File: src/rtl/naive_bus_arbiter.sv
// naive_bus_arbiter: shares one naive_bus slave port between two core masters.
// m0 = data master (MEM stage), m1 = instruction master (IF stage).
//
// Ports:
//   clk, rst_n                      clock, synchronous active-low reset
//   mX_rd_req / mX_wr_req           master read / write requests (X = 0, 1)
//   mX_addr, mX_wr_data, mX_wr_be   master address, write data, byte enables
//   mX_rd_gnt / mX_wr_gnt           grants returned to each master
//   mX_rd_data                      read data, valid the cycle after mX_rd_gnt
//   s_rd_req, s_wr_req              requests forwarded to the slave
//   s_addr, s_wr_data, s_wr_be      forwarded address, write data, byte enables
//   s_rd_gnt, s_wr_gnt              slave grants (combinational, same cycle)
//   s_rd_data                       slave read data, valid the cycle after s_rd_gnt
//
// Parameters:
//   RR_MODE      0 = m0 priority with m1 starvation guard, 1 = round-robin
//   STARVE_LIMIT lost cycles after which m1 is forced to win (1..15)

module naive_bus_arbiter #(
    parameter int ADDR_W       = 32,
    parameter int DATA_W       = 32,
    parameter int RR_MODE      = 0,
    parameter int STARVE_LIMIT = 4
) (
    input  logic                clk,
    input  logic                rst_n,

    input  logic                m0_rd_req,
    input  logic                m0_wr_req,
    input  logic [ADDR_W-1:0]   m0_addr,
    input  logic [DATA_W-1:0]   m0_wr_data,
    input  logic [DATA_W/8-1:0] m0_wr_be,
    output logic                m0_rd_gnt,
    output logic                m0_wr_gnt,
    output logic [DATA_W-1:0]   m0_rd_data,

    input  logic                m1_rd_req,
    input  logic                m1_wr_req,
    input  logic [ADDR_W-1:0]   m1_addr,
    input  logic [DATA_W-1:0]   m1_wr_data,
    input  logic [DATA_W/8-1:0] m1_wr_be,
    output logic                m1_rd_gnt,
    output logic                m1_wr_gnt,
    output logic [DATA_W-1:0]   m1_rd_data,

    output logic                s_rd_req,
    output logic                s_wr_req,
    output logic [ADDR_W-1:0]   s_addr,
    output logic [DATA_W-1:0]   s_wr_data,
    output logic [DATA_W/8-1:0] s_wr_be,
    input  logic                s_rd_gnt,
    input  logic                s_wr_gnt,
    input  logic [DATA_W-1:0]   s_rd_data
);

    localparam int BE_W = DATA_W / 8;

    // registered state
    logic       r_rd_vld;
    logic       r_rd_id;
    logic       r_last_win;
    logic [3:0] r_starve;

    // combinational
    logic       w_req0;
    logic       w_req1;
    logic       w_sel_vld;
    logic       w_sel_id;
    logic       w_starved;
    logic       w_sel_rd;
    logic       w_sel_wr;
    logic       w_rd_fire;
    logic       w_wr_fire;
    logic       w_fire;
    logic [3:0] w_starve_nxt;

    assign w_req0    = m0_rd_req | m0_wr_req;
    assign w_req1    = m1_rd_req | m1_wr_req;
    assign w_starved = (r_starve >= 4'(STARVE_LIMIT));

    // Winner selection. last_win only moves on granted transfers, so a
    // stalled winner is picked again next cycle in round-robin mode.
    always_comb begin
        w_sel_vld = w_req0 | w_req1;
        w_sel_id  = 1'b0;
        if (w_req0 && w_req1) begin
            if (RR_MODE != 0) begin
                w_sel_id = ~r_last_win;
            end else begin
                w_sel_id = w_starved;
            end
        end else begin
            w_sel_id = w_req1;
        end
    end

    // Request forwarding from the selected master; rd beats wr.
    always_comb begin
        w_sel_rd  = 1'b0;
        w_sel_wr  = 1'b0;
        s_addr    = '0;
        s_wr_data = '0;
        s_wr_be   = '0;
        if (w_sel_vld) begin
            if (w_sel_id) begin
                w_sel_rd  = m1_rd_req;
                w_sel_wr  = m1_wr_req & ~m1_rd_req;
                s_addr    = m1_addr;
                s_wr_data = m1_wr_data;
                s_wr_be   = m1_wr_be;
            end else begin
                w_sel_rd  = m0_rd_req;
                w_sel_wr  = m0_wr_req & ~m0_rd_req;
                s_addr    = m0_addr;
                s_wr_data = m0_wr_data;
                s_wr_be   = m0_wr_be;
            end
        end
    end

    assign s_rd_req  = w_sel_rd;
    assign s_wr_req  = w_sel_wr;

    assign w_rd_fire = w_sel_rd & s_rd_gnt;
    assign w_wr_fire = w_sel_wr & s_wr_gnt;
    assign w_fire    = w_rd_fire | w_wr_fire;

    assign m0_rd_gnt = w_rd_fire & ~w_sel_id;
    assign m1_rd_gnt = w_rd_fire &  w_sel_id;
    assign m0_wr_gnt = w_wr_fire & ~w_sel_id;
    assign m1_wr_gnt = w_wr_fire &  w_sel_id;

    // m1 loses whenever it asks and is not granted, including slave stalls.
    always_comb begin
        w_starve_nxt = 4'd0;
        if (w_req1 && !(w_fire && w_sel_id)) begin
            if (r_starve == 4'hF) begin
                w_starve_nxt = r_starve;
            end else begin
                w_starve_nxt = r_starve + 4'd1;
            end
        end
    end

    always_ff @(posedge clk) begin
        if (!rst_n) begin
            r_rd_vld   <= 1'b0;
            r_rd_id    <= 1'b0;
            r_last_win <= 1'b1;
            r_starve   <= 4'd0;
        end else begin
            r_rd_vld <= w_rd_fire;
            if (w_rd_fire) begin
                r_rd_id <= w_sel_id;
            end
            if (w_fire) begin
                r_last_win <= w_sel_id;
            end
            r_starve <= w_starve_nxt;
        end
    end

    // Read return is a pure mux steered by last cycle's read owner.
    assign m0_rd_data = (r_rd_vld && !r_rd_id) ? s_rd_data : '0;
    assign m1_rd_data = (r_rd_vld &&  r_rd_id) ? s_rd_data : '0;

    logic [BE_W-1:0] w_be_unused;
    assign w_be_unused = '0;

endmodule

File: config.mk
export PLATFORM = sky130hd
export DESIGN_NAME = naive_bus_arbiter
export DESIGN_NICKNAME = d
export VERILOG_FILES = /design/src/rtl/naive_bus_arbiter.sv
export SDC_FILE = /design/constraint.sdc
export NUM_CORES = 1
export LEC_CHECK = 0
export ABC_AREA = 1
export ABC_CLOCK_PERIOD_IN_PS = 1900
export CORE_AREA = 5 5 120 122
export CTS_CLUSTER_DIAMETER = 120
export DETAILED_ROUTE_END_ITERATION = 16
export DIE_AREA = 0 0 125 127
export GPL_TIMING_DRIVEN = 0
export SETUP_SLACK_MARGIN = 0.3
export SYNTH_ARGS = -nofsm -noshare
export SYNTH_HDL_FRONTEND = slang
export SYNTH_SLANG_ARGS = --single-unit
File: constraint.sdc
create_clock -name clk -period 1.9 [get_ports clk]
set_input_delay 0.38 -clock clk [delete_from_list [all_inputs] [get_ports clk]]
set_output_delay 0.38 -clock clk [all_outputs]
set_load 0.02 [all_outputs]
==> flow_metrics.py <==
metrics = {
    "yosys": {
        "yosysMostFrequentCell": "nor2_1",
        "mappedNetlistArea_um2": 1747,
        "synth_flop_cell": "dfxtp_1",
        "synth_edf_count": 0,
        "ys_warn_count": 0,
        "synthArstFlopShare": 0,
        "synth_top_area_frac": 0.4491,
        "synth_nets": 564,
        "synth_cells": 387,
        "synth_commonest_cells": "nor2_1, o21ai_0, inv_1",
        "synth.avg_cell_area_um2": 4.513,
        "seq_area_frac_synth": 0.06877,
        "synthTopCellsByArea": "nor2_1, o21ai_0, inv_1",
        "yosys.area.top_type": "nor2_1",
        "synth_cell_types": 22,
        "ys_ff_latch": 6,
    },
    "sta": {
        "hold_violations": 0,
        "rsz0062_at_grt": "yes",
        "worstMarginPinSlew_ns": 0.3366,
        "finClkSkew_ns": 0.001838,
        "slew_headroom": 0.7756,
        "fin_crit_sh": 1.049,
        "max_freq_ghz": 0.5016,
        "setup_tns_ns": -2.157,
        "timing.hold.ws_ns": 0.4686,
        "finalSetupViolCount": 43,
        "setup_ws_ns": -0.09363,
        "min_period_ns": 1.994,
        "drv_slew": 0,
    },
    "cells_and_area": {
        "seqCellArea_um2": 130.1,
        "fin_cells": 921,
        "multiInputGateArea_um2": 2162,
        "syn2layout_area_growth_pct": 281.1,
        "fin_area_um2": 6656,
        "drive_above_1_share": 0.5578,
        "nets": 923,
        "n_fill_cell": 1277,
        "final_core_utilization": 0.5087,
    },
    "run": {
        "drv_cap": 0,
    },
    "global_routing": {
        "grt_pass1_wl_mm": 22.22,
        "grt_start_max_net_pins": 11,
        "antenna_found_initial": 1,
        "grt_util_all_layers": 0.1730,
        "overflow": 0,
        "grt_pass1_vias": 4149,
    },
    "clocking": {
        "root_buffer": "clkbuf_16",
        "clkLatencyLatePin_ns": 0.23,
        "cts_hold_buf": 0,
        "numCtsBuffers": 3,
        "cts.clk_slew.worst_paths_ns": 0.03,
        "cts_buffer_depth": 2,
        "numClockSinks": 6,
        "htree_levels": 1,
        "cts_tree": "done",
    },
    "worst_setup_path": {
        "critical_path_buf_inv_count": 5,
        "r2r_start": "r_starve[3]$_SDFFE_PN0P_",
        "crit_cells": 9,
        "slowest_stage": "dfxtp_4",
        "crit_arrival_ns": 1.61,
        "path_class": "register to primary output",
        "slowest_delay_ns": 0.34,
        "cp.required_ns": 1.52,
        "cpMostUsedCell": "buf_6",
        "path_max_fanout": 5,
        "path_delay_family": "buffers and inverters",
        "crit_chain": "nor2_4 > nand2_4 > nand2_8 > inv_16 > buf_6 > buf_12 > buf_16 > o21ai_4 > buf_6",
        "r2r-end": "r_rd_vld$_SDFF_PN0_",
        "rrSetupSlack_ns": 0.33,
        "rr_worst_depth": 11,
        "cp-end-kind": "primary output",
        "critPathLaunchType": "register",
    },
    "power_and_ir_drop": {
        "totalPowerFinal_mw": 2.305,
        "leakage_nw": 3.063,
        "irDropWorstVdd_mv": 0.2008,
        "cellPowerDensity_nw_per_um2": 346.4,
    },
    "placement": {
        "dpl_cell_area_um2": 5270,
        "hpwl_mm": 11.93,
        "port_buffers": 313,
        "place_inst": 876,
        "post-place-ws_ns": -1.018,
        "gp_congestion": 0.8991,
    },
    "worst_hold_path": {
        "hold_path_class": "input pin to register",
        "hold_path_end": "r_rd_id$_SDFFE_PN0N_",
        "hold_start": "m0_rd_req",
        "whs_path_depth": 4,
    },
    "status": {
        "status": "complete, but fails checks",
        "violations": "setup timing",
    },
    "floorplanning": {
        "chipWidth_um": 125,
        "rows": 42,
        "start_util": 0.1335,
        "core_um2": 13090,
        "die_y_um": 127,
        "ios": 314,
        "dieArea_um2": 15880,
    },
    "detailed_routing": {
        "drc_errors": 0,
        "drtPass1Iterations": 4,
        "drt-total-wl_mm": 14.98,
        "drt_iter0_drc": 77,
        "vias_per_cell": 4.236,
        "wire_per_inst_um": 16.26,
        "ant_nets": 0,
        "vias": 3901,
    },
}
[flip-flops by register name, summed over array words and instances (netlist names)]
register	cells
r_rd_id	1
r_rd_vld	1
r_starve	4
[area by class of cell]
type | count | area share
timing repair buffer | 353 | 0.5241
buffer | 27 | 0.05714
multi-input combinational | 308 | 0.3248
antenna | 1 | 0.0003759
tap | 176 | 0.03308
inverter | 47 | 0.02970
clock buffer | 3 | 0.01128
sequential | 6 | 0.01955
[kinds of logic (layout without fill, tap and decap cells)]
group | count (synthesis) | in the layout | share of synthesized area
AOI/OAI and AO/OA | 74 | 74 | 0.2135
buffers and inverters | 74 | 430 | 0.1855
adders and majority gates | 1 | 1 | 0.007162
other | 0 | 1 | 0
and+or+nand+nor | 231 | 232 | 0.5201
DFF | 6 | 6 | 0.06877
xor gates and xnor gates | 1 | 1 | 0.005015
[per-layer routing]
layer | up-vias | part of all wire | global-route usage | wire (µm)
li1 | 1904 | - | - | -
met1 | 1769 | 0.33 | 0.1624 | 4978
met2 | 208 | 0.55 | 0.3464 | 8240
met3 | 20 | 0.093 | 0.06678 | 1394
met4 | 0 | 0.024 | 0.04783 | 366
met5 | - | 0 | 0 | 0
[cell usage in the layout, fill, tap and decap left out, drive strengths merged]
master	synthesis	layout
nand4	2	2
buf	17	197
nand3	8	8
clkdlybuf4s50	0	170
nand3b	1	1
dlymetal6s2s	0	1
nor2	210	210
clkbuf	10	14
bufbuf	0	1
dfxtp	6	6
ha	1	1
nand2	10	11
xnor2	1	1
a21oi	2	2
diode	0	1
inv	47	47
o21ai	71	71
o21a	1	1
[power by group]
part | internal (mW) | switching (mW) | total (mW)
clock | 0.270 | 0.0680 | 0.338
combinational | 1.00 | 0.828 | 1.83
sequential | 0.131 | 0.00637 | 0.137
[how the worst max path moves through the flow]
stage,slack [ns],from,endpoint
final,-0.09,r_starve[3]$_SDFFE_PN0P_,s_rd_req
after global routing,-0.15,r_starve[3]$_SDFFE_PN0P_,s_rd_req
after floorplan,0.31,m0_wr_req,s_rd_req
after CTS,-0.09,r_starve[2]$_SDFFE_PN0P_,s_rd_req
after global placement,-0.97,m0_rd_req,s_wr_data[31]
after detailed placement,-1.02,m0_rd_req,s_wr_data[31]
[timing repair]
item / 4_1_cts / 5_1_grt
pin swaps: 23 / 18
endpoints found under the setup margin: 139 / 114
setup buffers: 23 / 7
gates cloned: 7 / 4
gates resized for setup: 1008 / 75
[tightest hold or removal path, delay by kind of cell]
family | cells | cell delay (ns)
and+or+nand+nor | 3 | 0.17
buffers and inverters | 1 | 0.10
Note: power is estimated with default switching activity, not from simulation.
